$ cat src/rtl/clk_gate_pkg.sv
// clk_gate_pkg
// Shared types for the clock-gate controller: the per-channel state enum,
// the wake-grant index type and the WAKE-phase counter type.
// Optional feature macro: CG_AUTO_IDLE_EN. When it is defined, the IDLE
// state exists. When it is not defined, the enum has only OFF/WAKE/ON.
// No ports (package only).

package clk_gate_pkg;

    // Largest supported channel count. The grant index must be able to hold 0..MAX_CH-1.
    localparam int MAX_CH     = 16;
    localparam int CH_IDX_W   = 4;

    // Wide enough for WAKE_CYCLES up to 15.
    localparam int WAKE_CNT_W = 4;

    typedef logic [CH_IDX_W-1:0]   chIdx_t;
    typedef logic [WAKE_CNT_W-1:0] wakeCnt_t;

`ifdef CG_AUTO_IDLE_EN
    typedef enum logic [1:0] {
        ST_OFF  = 2'd0,
        ST_WAKE = 2'd1,
        ST_ON   = 2'd2,
        ST_IDLE = 2'd3
    } chState_t;
`else
    typedef enum logic [1:0] {
        ST_OFF  = 2'd0,
        ST_WAKE = 2'd1,
        ST_ON   = 2'd2
    } chState_t;
`endif

    // The gate cell is enabled while the channel is waking or running.
    function automatic logic isClockOn(input chState_t s);
        return (s == ST_WAKE) || (s == ST_ON);
    endfunction

endpackage

$ cat src/rtl/clk_gate_arb.sv
// clk_gate_arb
// Round-robin wake arbiter. It issues at most one wake grant per cycle, and only
// when no channel is currently in WAKE. This keeps at most one channel in
// WAKE at any time. The search starts at the channel after the last one
// granted. After reset, the last-granted pointer is NUM_CH-1, so channel 0
// has the highest priority.
// Ports:
//   clk          system clock
//   rst_n        synchronous active-low reset
//   wake_req_i   per-channel "would like to enter WAKE" flags
//   wake_busy_i  some channel is currently in WAKE
//   grant_o      one-hot (or zero) wake grant, combinational

module clk_gate_arb
    import clk_gate_pkg::*;
#(
    parameter int NUM_CH = 4
) (
    input  logic              clk,
    input  logic              rst_n,
    input  logic [NUM_CH-1:0] wake_req_i,
    input  logic              wake_busy_i,
    output logic [NUM_CH-1:0] grant_o
);

    chIdx_t lastGrant_q;
    chIdx_t lastGrant_d;
    logic   found;

    // Returns the channel that has priority level k, counted from just after the last grant.
    function automatic int rrIndex(input chIdx_t last, input int k);
        return (int'(last) + 1 + k) % NUM_CH;
    endfunction

    // Scan the priority levels in order and grant the first requester.
    // Both loops are constant-bounded, so every index stays a constant.
    always_comb begin
        grant_o     = '0;
        lastGrant_d = lastGrant_q;
        found       = 1'b0;
        if (!wake_busy_i) begin
            for (int k = 0; k < NUM_CH; k++) begin
                for (int i = 0; i < NUM_CH; i++) begin
                    if (!found && wake_req_i[i] && (rrIndex(lastGrant_q, k) == i)) begin
                        grant_o[i]  = 1'b1;
                        lastGrant_d = chIdx_t'(i);
                        found       = 1'b1;
                    end
                end
            end
        end
    end

    // Remember the last granted channel so that the next search starts just after it.
    always_ff @(posedge clk) begin
        if (!rst_n) begin
            lastGrant_q <= chIdx_t'(NUM_CH - 1);
        end else begin
            lastGrant_q <= lastGrant_d;
        end
    end

endmodule

$ cat src/rtl/clk_gate_ch.sv
// clk_gate_ch
// Clock-gating FSM for one channel: OFF -> WAKE -> ON (-> IDLE).
// WAKE lasts exactly WAKE_CYCLES cycles. The outputs are registered copies
// of the state decode, so no input reaches an output combinationally.
// Optional feature macro: CG_AUTO_IDLE_EN. When it is defined, an idle counter
// moves the channel from ON to IDLE after idle_limit_i consecutive
// not-busy cycles. When it is not defined, busy_i and idle_limit_i are
// ignored.
// Ports:
//   clk, rst_n    clock and synchronous active-low reset
//   req_i         clock request (level)
//   force_on_i    override that keeps the clock on
//   busy_i        activity / wake sense
//   idle_limit_i  idle cycles before auto-gating (0 disables auto-gating)
//   grant_i       wake grant from the arbiter
//   wake_req_o    this channel wants to enter WAKE
//   in_wake_o     this channel is in WAKE
//   cg_en_o       gate-cell enable (WAKE or ON)
//   ack_o         clock running and stable (ON)

module clk_gate_ch
    import clk_gate_pkg::*;
#(
    parameter int WAKE_CYCLES = 2,
    parameter int IDLE_W      = 8
) (
    input  logic              clk,
    input  logic              rst_n,
    input  logic              req_i,
    input  logic              force_on_i,
    input  logic              busy_i,
    input  logic [IDLE_W-1:0] idle_limit_i,
    input  logic              grant_i,
    output logic              wake_req_o,
    output logic              in_wake_o,
    output logic              cg_en_o,
    output logic              ack_o
);

    chState_t state_q, state_d;
    wakeCnt_t wakeCnt_q, wakeCnt_d;
    logic     cgEn_q, ack_q;
    logic     keepOn;

    assign keepOn = req_i | force_on_i;

`ifdef CG_AUTO_IDLE_EN
    logic [IDLE_W-1:0] idleCnt_q, idleCnt_d;
    logic [IDLE_W-1:0] idleInc;

    // The idle count saturates at its maximum, so it can never wrap back below the limit.
    assign idleInc = (idleCnt_q == '1) ? idleCnt_q
                                       : idleCnt_q + {{(IDLE_W-1){1'b0}}, 1'b1};

    // An IDLE channel asks to wake only while it still has a reason to stay
    // powered and the fabric signals activity.
    assign wake_req_o = keepOn && (((state_q == ST_OFF)) ||
                                   ((state_q == ST_IDLE) && (busy_i || force_on_i)));
`else
    logic unusedIdleInputs;
    assign unusedIdleInputs = ^{busy_i, idle_limit_i};
    assign wake_req_o       = keepOn && (state_q == ST_OFF);
`endif

    assign in_wake_o = (state_q == ST_WAKE);
    assign cg_en_o   = cgEn_q;
    assign ack_o     = ack_q;

    // Next-state logic. Once WAKE is entered it always runs to ON, even if the
    // request drops. The ON state then drops to OFF one cycle later.
    always_comb begin
        state_d   = state_q;
        wakeCnt_d = wakeCnt_q;
`ifdef CG_AUTO_IDLE_EN
        idleCnt_d = idleCnt_q;
`endif
        case (state_q)
            ST_OFF: begin
                if (keepOn && grant_i) begin
                    state_d   = ST_WAKE;
                    wakeCnt_d = '0;
                end
            end
            ST_WAKE: begin
                if (wakeCnt_q == wakeCnt_t'(WAKE_CYCLES - 1)) begin
                    state_d   = ST_ON;
                    wakeCnt_d = '0;
                end else begin
                    wakeCnt_d = wakeCnt_q + wakeCnt_t'(1);
                end
            end
            ST_ON: begin
                if (!keepOn) begin
                    state_d = ST_OFF;
`ifdef CG_AUTO_IDLE_EN
                end else if (force_on_i || (idle_limit_i == '0) || busy_i) begin
                    idleCnt_d = '0;
                end else begin
                    idleCnt_d = idleInc;
                    if (idleInc >= idle_limit_i) begin
                        state_d = ST_IDLE;
                    end
`endif
                end
            end
`ifdef CG_AUTO_IDLE_EN
            ST_IDLE: begin
                if (!keepOn) begin
                    state_d = ST_OFF;
                end else if (grant_i) begin
                    state_d   = ST_WAKE;
                    wakeCnt_d = '0;
                end
            end
`endif
            default: state_d = ST_OFF;
        endcase
`ifdef CG_AUTO_IDLE_EN
        if (state_d != ST_ON) begin
            idleCnt_d = '0;
        end
`endif
    end

    // State and counter registers. The outputs are registered from the next
    // state, so they always match the decode of the state register.
    always_ff @(posedge clk) begin
        if (!rst_n) begin
            state_q   <= ST_OFF;
            wakeCnt_q <= '0;
            cgEn_q    <= 1'b0;
            ack_q     <= 1'b0;
`ifdef CG_AUTO_IDLE_EN
            idleCnt_q <= '0;
`endif
        end else begin
            state_q   <= state_d;
            wakeCnt_q <= wakeCnt_d;
            cgEn_q    <= isClockOn(state_d);
            ack_q     <= (state_d == ST_ON);
`ifdef CG_AUTO_IDLE_EN
            idleCnt_q <= idleCnt_d;
`endif
        end
    end

endmodule

$ cat src/rtl/clk_gate_ctrl.sv
// clk_gate_ctrl
// Top level of the clock-gate controller. It contains NUM_CH per-channel
// FSMs that share one round-robin wake arbiter. The arbiter allows only
// one channel to wake at a time.
// Optional feature macro: CG_AUTO_IDLE_EN (auto-gating of idle channels).
// Ports:
//   clk           system clock (rising edge)
//   rst_n         synchronous active-low reset
//   req_i         per-channel clock request
//   force_on_i    per-channel keep-on override
//   busy_i        per-channel activity / wake sense
//   idle_limit_i  idle cycles before auto-gating (0 disables auto-gating)
//   cg_en_o       per-channel gate-cell enable
//   ack_o         per-channel clock-running acknowledge

module clk_gate_ctrl
    import clk_gate_pkg::*;
#(
    parameter int NUM_CH      = 4,
    parameter int WAKE_CYCLES = 2,
    parameter int IDLE_W      = 8
) (
    input  logic              clk,
    input  logic              rst_n,
    input  logic [NUM_CH-1:0] req_i,
    input  logic [NUM_CH-1:0] force_on_i,
    input  logic [NUM_CH-1:0] busy_i,
    input  logic [IDLE_W-1:0] idle_limit_i,
    output logic [NUM_CH-1:0] cg_en_o,
    output logic [NUM_CH-1:0] ack_o
);

    logic [NUM_CH-1:0] wakeReq;
    logic [NUM_CH-1:0] inWake;
    logic [NUM_CH-1:0] grant;
    logic              wakeBusy;

    assign wakeBusy = |inWake;

    clk_gate_arb #(
        .NUM_CH (NUM_CH)
    ) u_arb (
        .clk         (clk),
        .rst_n       (rst_n),
        .wake_req_i  (wakeReq),
        .wake_busy_i (wakeBusy),
        .grant_o     (grant)
    );

    for (genvar g = 0; g < NUM_CH; g++) begin : g_ch
        clk_gate_ch #(
            .WAKE_CYCLES (WAKE_CYCLES),
            .IDLE_W      (IDLE_W)
        ) u_ch (
            .clk          (clk),
            .rst_n        (rst_n),
            .req_i        (req_i[g]),
            .force_on_i   (force_on_i[g]),
            .busy_i       (busy_i[g]),
            .idle_limit_i (idle_limit_i),
            .grant_i      (grant[g]),
            .wake_req_o   (wakeReq[g]),
            .in_wake_o    (inWake[g]),
            .cg_en_o      (cg_en_o[g]),
            .ack_o        (ack_o[g])
        );
    end

endmodule

$ cat config.mk
export PLATFORM = sky130hd
export DESIGN_NAME = clk_gate_ctrl
export DESIGN_NICKNAME = d
export VERILOG_FILES = /design/src/rtl/clk_gate_pkg.sv /design/src/rtl/clk_gate_arb.sv /design/src/rtl/clk_gate_ch.sv /design/src/rtl/clk_gate_ctrl.sv
export SDC_FILE = /design/constraint.sdc
export NUM_CORES = 1
export LEC_CHECK = 0
export ABC_AREA = 1
export BUFFER_PORTS_ARGS = -buffer_cell sky130_fd_sc_hd__buf_2
export CORE_MARGIN = 1.5
export CORE_UTILIZATION = 50
export DETAILED_ROUTE_END_ITERATION = 8
export PLACE_DENSITY = 0.71
export SETUP_SLACK_MARGIN = 0.15
export SYNTH_ARGS = -nofsm -noshare
export SYNTH_HDL_FRONTEND = slang
export SYNTH_HIERARCHICAL = 1
export SYNTH_SLANG_ARGS = --single-unit
$ cat constraint.sdc
create_clock -name clk -period 4.6 [get_ports clk]
set_input_delay 1.38 -clock clk [delete_from_list [all_inputs] [get_ports clk]]
set_output_delay 1.38 -clock clk [all_outputs]
set_load 0.01 [all_outputs]
==> results of run 1 <==
-- final timing paths --
kind / startpoint / to / slack, ns / cells after the start
min: g_ch[3].u_ch/wakeCnt_q[3] / g_ch[3].u_ch/wakeCnt_q[3] / 0.53 / 2
min reg2reg: g_ch[3].u_ch/wakeCnt_q[3] / g_ch[3].u_ch/wakeCnt_q[3] / 0.53 / 2
max: req_i[1] / g_ch[1].u_ch/cg_en_o / 1.05 / 18
max reg2reg: g_ch[0].u_ch/state_q[1] / g_ch[1].u_ch/cg_en_o / 1.89 / 16
-- layout by cell type, fill, tap and decap left out, drive strengths merged --
cell	netlist	layout
a21oi	20	20
a31oi	1	1
a41oi	3	3
and2	4	4
buf	0	17
clkbuf	0	8
dfxtp	34	34
ha	12	12
inv	55	55
nand2	47	47
nand3	54	54
nand3b	8	8
nand4	11	11
nor2	46	46
nor3	3	3
o211ai	1	1
-- cells in the mapped netlist --
cell      instances
nand2_2           5
dfxtp_1          34
nand2_1          42
nand3_2           4
nor3_1            1
nand3_1          50
inv_2             4
nor3_2            2
nand3b_1          8
a41oi_1           3
a31oi_1           1
inv_1            51
nor2_2            9
a21oi_1          20
nand4_1           8
o211ai_1          1
and2_1            4
nor2_4            6
nand4_4           2
nand4_2           1
nor2_1           31
ha_1             12
-- power breakdown --
part	internal [mW]	switching [mW]
Clock	0.151	0.106
Sequential	0.353	0.0489
Combinational	0.259	0.496
-- sequential cells by signal (all words and copies together) (netlist names) --
name                 count
g_ch.u_ch/cg_en_o        4
g_ch.u_ch/ack_o          4
u_arb/lastGrant_q        2
g_ch.u_ch/wakeCnt_q     16
g_ch.u_ch/state_q        8
-- cell families (layout without fill, tap and decap cells) --
group,count (synthesis),in the layout
buf+inv,55,80
simple gates,173,173
flops,34,34
fa+ha+maj,12,12
compound gates,25,25
-- worst min-delay path, stage by stage, from the launching register on --
cell and delay, ns:
dfxtp_1 0.34, nand3_1 0.09, a21oi_1 0.05
-- per-layer routing --
layer,global-route usage [%],wire length (um),vias up
li1,-,-,1033
met1,26.8,2020,853
met2,31.9,1830,34
met3,3.95,163,8
met4,7.75,72,0
met5,0,0,-
-- final cells by class --
| cell class | count | area (um2) | share of cell area (%) |
|---|---|---|---|
| Sequential cell | 34 | 681 | 28.7 |
| Clock buffer | 8 | 110 | 4.65 |
| Inverter | 55 | 206 | 8.71 |
| Multi-Input combinational cell | 210 | 1220 | 51.7 |
| Timing Repair Buffer | 17 | 85.1 | 3.59 |
| Tap cell | 50 | 62.6 | 2.64 |
==> reports/results.txt, run 1 <==
Final Hold Viols: 0
Placed Cells: 366
Synth top area cells: dfxtp_1, nand3_1, inv_1
GPL Wtd Cong: 0.920
Die Area: 4620 um2
Via count: 1928
Synth-to-Final Area Change: 12.2%
Pre-antenna DRT Iters: 4
Outcome: completed
Num ports: 30
Worst slew margin: 75.5%
Post-synthesis cell type count: 22
Tot GR Track Use: 20.1%
Top cell by count, worst path: nand2_1
Syn Area/Cell: 7.06 um2
Mux contribution to synthesized area: 0%
Clk buf depth: 2
Initial Utilization: 52.4%
# setup viols final: 0
Clock skew: 0.00355 ns
Period utilization: 77.3%
Yosys top cell area share: 32.2%
Seq cells post-synth: 34
Clock Latency Late Sink: 0.28 ns
CTS Sinks: 34
Post-CTS Setup Bufs: 0
IO buf count: 17
Syn Std Cell Area: 2110 um2
Cell taking the most area after synthesis: dfxtp_1
Fin nets: 357
DP HPWL: 3100 um
Ant. Diodes: 0
Synth Instances: 299
Fin area: 2370 um2
Worst path bufs/invs: 3
CTS H-tree lvls: 2
Clock Pin Slew Worst Setup and Hold Paths: 0.07 ns
Max-slew violations: 0
Routed WL per cell: 10.9 um
Xor and xnor fraction of the mapped netlist area: 0%
CP max stage delay: 0.28 ns
Antenna violations before repair: 0
Arrival @ worst endpoint: 3.77 ns
Final Core Density: 58.8%
Worst Max-Slew Pin Slew: 0.365 ns
Fillcell total: 402
# resized after CTS: 0
Fin cells: 374
Global-route wire length before repair: 7090 um
Warnings, synthesis: 6
CTS Buf Count: 5
Crit start category: input port
Share of cells above drive strength 1: 17.9%
Vias in the first global route: 1687
CP top delay family: simple AND/OR/NAND/NOR gates
Crit path time final: 3.55 ns
HP Class: reg2reg
Crit path kind: in2reg
1st-iter DRT viols: 153
Largest family of logic cells by synthesized area: simple AND/OR/NAND/NOR gates
Cell Rows: 23
CTS tree: yes
Crit Path Max Fanout: 7
Fmax achieved: 0.281 GHz
RSZ-0062 raised after global routing: false
Post-synthesis compound-gate area fraction: 6.64%
Post-synthesis sequential area ratio: 32.2%
Max Cap Viol: 0
Total core area: 4030 um2
Vias per std cell: 5.16
Pre-CTS setup slack: 0.747 ns
Die width: 68.0 um
Post-route ant nets: 0
Peak VDD IR: 0.000279 V
Simple logic cell fraction of the synthesized area: 44.3%
Power per cell area: 597 nW/um2
Post-CTS Hold Fix Bufs: 0
Leakage: 1.11 nW
Grt total ovfl: 0
Power, Total: 1.41 mW
CTS root buffer: clkbuf_8
CP Capture Type: register
Syn nets: 333
Crit-path cells: buf_2 -> inv_1 -> nand2_1 -> and2_1 -> nand2_1 -> nand2_1 -> nor2_4 -> nand4_4 -> nor2_4 -> nand4_4 -> nor3_2 -> nand2_1 -> a41oi_1 -> nand3_2 -> nand2_1 -> inv_2 -> ha_1 -> nor2_1
CP max stage cell: ha_1
WP data required: 4.82 ns
Placed cell area: 2260 um2
# DRC: 0
Die H: 68.0 um
Adder-Cell Fraction of Synth Area: 7.11%
Setup TNS: 0 ns
Fin Hold WS: 0.527 ns
Fin worst setup slack: 1.05 ns
Pin count of the biggest net entering global routing: 11
Final wirelength: 4090 um
Power figures use the tool's default switching activity.
==> inputs of run 2 (changes only) <==
--- a/config.mk
+++ b/config.mk
@@ -10,7 +10,7 @@
 export CORE_MARGIN = 1.5
 export CORE_UTILIZATION = 50
 export DETAILED_ROUTE_END_ITERATION = 8
-export PLACE_DENSITY = 0.71
+export PLACE_DENSITY = 0.74
 export SETUP_SLACK_MARGIN = 0.15
 export SYNTH_ARGS = -nofsm -noshare
 export SYNTH_HDL_FRONTEND = slang
==> constraint.sdc (replaced) <==
create_clock -name clk -period 3.1 [get_ports clk]
set_input_delay 0.93 -clock clk [delete_from_list [all_inputs] [get_ports clk]]
set_output_delay 0.93 -clock clk [all_outputs]
set_load 0.01 [all_outputs]
==> reports/results.txt, run 2 (same netlist as run 1, synthesis figures left out) <==
Placed cell area: 2500 um2
CP Capture Type: register
Cell Rows: 23
Setup TNS: 0 ns
Arrival @ worst endpoint: 3.00 ns
CTS Sinks: 34
DP HPWL: 3210 um
RSZ-0062 raised after global routing: true
Crit Path Max Fanout: 3
Worst Max-Slew Pin Slew: 0.468 ns
# setup viols final: 0
CTS root buffer: clkbuf_8
Max Cap Viol: 0
Clock Latency Late Sink: 0.29 ns
Period utilization: 90.9%
Grt total ovfl: 0
Reg-to-reg endpoint: g_ch[3].u_ch/cg_en_o
Die width: 68.0 um
Clk buf depth: 2
Fin nets: 385
Biggest register: g_ch.u_ch/wakeCnt_q
Pin count of the biggest net entering global routing: 12
Power per cell area: 897 nW/um2
Tot GR Track Use: 19.9%
Fin area: 2660 um2
Commonest non-fill, non-tap cell in the layout: inv_1
Share of cells above drive strength 1: 29.3%
Clock Pin Slew Worst Setup and Hold Paths: 0.07 ns
Min-delay src: g_ch[0].u_ch/wakeCnt_q[3]
1st-iter DRT viols: 107
Vias per std cell: 5.03
Post-route ant nets: 0
Max-slew violations: 0
HP Class: reg2reg
Pre-antenna DRT Iters: 4
Leakage: 1.25 nW
Synth-to-Final Area Change: 25.9%
Clock skew: 0.00483 ns
Final Core Density: 66.0%
Die Area: 4620 um2
Initial Utilization: 52.4%
Fmax achieved: 0.355 GHz
Global-route wire length before repair: 6980 um
Register-to-Register Path Depth: 16
Outcome: completed
CTS tree: yes
Most frequent cells in the layout: inv_1, nand3_1, nand2_1
R2r setup slk: 0.63 ns
Ant. Diodes: 0
Hold depth: 2
Hold endpoint: g_ch[0].u_ch/wakeCnt_q[3]
Vias in the first global route: 1692
Num ports: 30
Crit path kind: in2reg
Max FFs per register: 16
Total core area: 4030 um2
Final Hold Viols: 0
GPL Wtd Cong: 0.893
Worst r2r src: g_ch[2].u_ch/state_q[1]
Power, Total: 2.38 mW
Antenna violations before repair: 0
# DRC: 0
Final wirelength: 4130 um
Routed WL per cell: 10.3 um
Crit path time final: 2.82 ns
Pre-CTS setup slack: -0.135 ns
Fin worst setup slack: 0.281 ns
CTS H-tree lvls: 2
CTS Buf Count: 5
IO buf count: 17
WP data required: 3.28 ns
Peak VDD IR: 0.000510 V
Via count: 2024
Die H: 68.0 um
Worst slew margin: 68.7%
Top Registers: g_ch.u_ch/wakeCnt_q x16, g_ch.u_ch/state_q x8
Crit start category: input port
[run 2: cell count changes in the layout (fill, tap and decap cells not counted), sizes merged]
| cell | delta |
|---|---|
| clkinvlp | +1 |
| clkinv | +1 |
| clkbuf | -2 |
| buf | +28 |
[run 2: where the power goes]
| part | total [mW] | internal [mW] | switching, mW |
|---|---|---|---|
| clock network | 0.338 | 0.178 | 0.159 |
| logic | 1.45 | 0.632 | 0.815 |
| registers | 0.599 | 0.523 | 0.0755 |
[run 2: cell type report]
| class | instances | area [um2] |
|---|---|---|
| Timing Repair Buffer | 45 | 295 |
| Tap cell | 50 | 62.6 |
| Fill cell | 356 | 1370 |
| Inverter | 55 | 206 |
| Clock inverter | 2 | 12.5 |
| Sequential cell | 34 | 681 |
| Multi-Input combinational cell | 210 | 1320 |
| Clock buffer | 6 | 82.6 |
[run 2: worst max-delay path, stage by stage]
cell,delay [ns]
buf_2,0.10
inv_1,0.06
nand2_2,0.05
and2_4,0.15
nand3_4,0.10
nand2_4,0.06
nor2_4,0.13
nand4_4,0.10
nor2_4,0.13
nand4_4,0.12
nor2_4,0.13
nand4_1,0.17
a31oi_1,0.24
nand3_2,0.12
nand2_2,0.09
inv_2,0.05
ha_4,0.25
nor2_1,0.03
[run 2: what timing repair did]
item                       CTS  global route
gates resized for setup      0             8
buffers inserted             0             3
hold buffers                 0             0
setup endpoints to repair    0             5
[run 2: through the flow]
| step | std cells | hold WS (ns) |
|---|---|---|
| global route | 402 | 0.549 |
| CTS | 399 | 0.523 |
| floorplan | 299 | 0.494 |
| detailed placement | 391 | 0.516 |
| global placement | 391 | 0.509 |
| finish | 402 | 0.520 |
[run 2: layer usage]
layer  up-vias  part of all wire [%]  track usage, %
met5         -                     0               0
met1       905                    49            26.1
met2        31                    46            31.2
met3         6                   3.8            5.43
met4         0                   1.4            7.50
li1       1082                     -               -
[run 2: worst max-delay path by stage]
stage / endpoint / from / cells after the start
after CTS: g_ch[3].u_ch/cg_en_o / force_on_i[2] / 18
after floorplan: g_ch[2].u_ch/cg_en_o / force_on_i[1] / 17
after global placement: g_ch[3].u_ch/cg_en_o / req_i[2] / 18
after global routing: g_ch[1].u_ch/cg_en_o / req_i[2] / 17
final: g_ch[3].u_ch/cg_en_o / force_on_i[2] / 18
after detailed placement: g_ch[3].u_ch/cg_en_o / force_on_i[2] / 18
==> inputs of run 3 (changes only) <==
--- a/config.mk
+++ b/config.mk
@@ -8,9 +8,8 @@
 export ABC_AREA = 1
 export BUFFER_PORTS_ARGS = -buffer_cell sky130_fd_sc_hd__buf_2
 export CORE_MARGIN = 1.5
-export CORE_UTILIZATION = 50
+export CORE_UTILIZATION = 40
 export DETAILED_ROUTE_END_ITERATION = 8
-export PLACE_DENSITY = 0.74
 export SETUP_SLACK_MARGIN = 0.15
 export SYNTH_ARGS = -nofsm -noshare
 export SYNTH_HDL_FRONTEND = slang
==> reports/results.txt, run 3 (same netlist as run 1, synthesis figures left out) <==
Clock Power Share: 16.5%
# DRC: 0
CP max stage delay: 0.24 ns
Internal Pwr Total: 1.42 mW
Crit start category: input port
Crit path kind: in2reg
RSZ-0062 raised after global routing: false
Clk buf depth: 2
Routed WL per cell: 10.3 um
GPL Wtd Cong: 0.875
CTS root buffer: clkbuf_8
Global-route wire length before repair: 7200 um
Leakage: 1.26 nW
Fin worst setup slack: 0.291 ns
Max FFs per register: 16
CTS H-tree lvls: 2
Share of power burned in registers: 24.1%
Vias in the first global route: 1689
Worst path bufs/invs: 3
Fin Hold WS: 0.521 ns
Crit path time final: 2.81 ns
FF/Latch Area: 681 um2
Fin area: 2740 um2
Vias per std cell: 4.78
IO buf count: 17
Pin count of the biggest net entering global routing: 11
Num ports: 30
HP Class: reg2reg
Final wirelength: 4340 um
CP max stage cell: a41oi_2
Max Cap Viol: 0
Switching part of the total: 43.2%
1st-iter DRT viols: 105
Worst slew margin: 69.7%
CP Capture Type: register
Share of cells above drive strength 1: 30.1%
Top Registers: g_ch.u_ch/wakeCnt_q x16, g_ch.u_ch/state_q x8
Worst r2r src: u_arb/lastGrant_q[1]
Clock Pin Slew Worst Setup and Hold Paths: 0.07 ns
Peak VDD IR: 0.000463 V
Die H: 75.7 um
CTS Buf Count: 5
Post-route ant nets: 0
Cell Rows: 26
Power per cell area: 916 nW/um2
Fin nets: 386
Fillcell total: 513
CTS Sinks: 34
Via count: 2019
Arrival @ worst endpoint: 2.98 ns
Ant. Diodes: 0
Final Hold Viols: 0
Comb pwr share: 59.4%
Die width: 75.7 um
Grt total ovfl: 0
Total core area: 5110 um2
Post-CTS Hold Fix Bufs: 0
Pre-antenna DRT Iters: 4
Fmax achieved: 0.356 GHz
Crit Path Max Fanout: 3
CP top delay family: simple AND/OR/NAND/NOR gates
Max-slew violations: 0
Crit-path cells: buf_2 -> inv_1 -> nand2_2 -> and2_4 -> nand3_4 -> nand2_4 -> nor2_4 -> nand4_4 -> nor2_4 -> nand4_4 -> nor2_4 -> nand4_1 -> a41oi_2 -> nand3_2 -> nand2_1 -> inv_2 -> ha_4 -> nor2_1
Psw: 1.09 mW
CTS tree: yes
Min-delay src: g_ch[3].u_ch/wakeCnt_q[3]
DP HPWL: 3330 um
Clock Latency Late Sink: 0.28 ns
Most frequent cells in the layout: inv_1, nand3_1, nand2_1
Outcome: completed
Synth-to-Final Area Change: 29.7%
Clock skew: 0.00451 ns
Die Area: 5730 um2
Multi-input gate area: 1350 um2
Antenna violations before repair: 0
Placed cell area: 2550 um2
Tot GR Track Use: 16.5%
# setup viols final: 0
Worst Max-Slew Pin Slew: 0.453 ns
Top cell by count, worst path: nor2_4
Biggest register: g_ch.u_ch/wakeCnt_q
Crit. Startpoint: force_on_i[2]
Period utilization: 90.6%
WP data required: 3.27 ns
Pre-CTS setup slack: -0.157 ns
Commonest non-fill, non-tap cell in the layout: inv_1
Initial Utilization: 41.4%
[run 3: power groups by stage]
stage          registers (mW)  logic, mW  clock network (mW)
2_1_floorplan           0.605      0.945                   0
3_3_place_gp            0.609       1.40                   0
3_5_place_dp            0.610       1.40                   0
4_1_cts                 0.602       1.42               0.427
5_1_grt                 0.622       1.68               0.455
6_report                0.606       1.49               0.414
[run 3: layout make-up]
type	count	share of cell area [%]
multi-input cells	210	49.3
flip-flops and latches	34	24.8
repair buffers	46	11.1
inverters	55	7.53
well taps	70	3.20
clock buffers	6	3.01
clock inverters	1	1.10
[run 3: timing repair]
| action | in CTS | in global routing |
|---|---|---|
| pin swaps | 0 | 9 |
| gates resized for setup | 1 | 12 |
| endpoints found under the setup margin | 1 | 7 |
| gates cloned | 0 | 0 |
| buffers inserted | 0 | 1 |
[run 3: path summary, 6_finish.rpt]
kind	to	slack [ns]	cells past startpoint
worst max-delay path	g_ch[2].u_ch/cg_en_o	0.29	18
worst min-delay path	g_ch[3].u_ch/wakeCnt_q[3]	0.52	2
worst max register to register	g_ch[2].u_ch/cg_en_o	0.61	15
worst min register to register	g_ch[3].u_ch/wakeCnt_q[3]	0.52	2
[run 3: worst min-delay path: cells and delay by family (launching register included)]
family | cells | cell delay, ns
AO/OA/AOI/OAI | 1 | 0.05
flip-flops | 1 | 0.34
AND/OR/NAND/NOR | 1 | 0.08
[run 3: layer usage]
layer	vias up	track usage [%]	share of wire (%)
li1	1088	-	-
met1	894	21.3	50
met2	32	27.4	46
met3	5	3.97	3.2
met4	0	4.76	1.1
met5	-	0	0
[run 3: through the flow]
step                cells  utilization [%]  total power [mW]  TNS [ns]
floorplan             299                -              1.55         0
detailed placement    414             50.0              2.01    -0.479
finish                422             53.7              2.51         0
global placement      414             50.0              2.01    -0.382
CTS                   421             52.3              2.45         0
global route          422             53.7              2.75         0
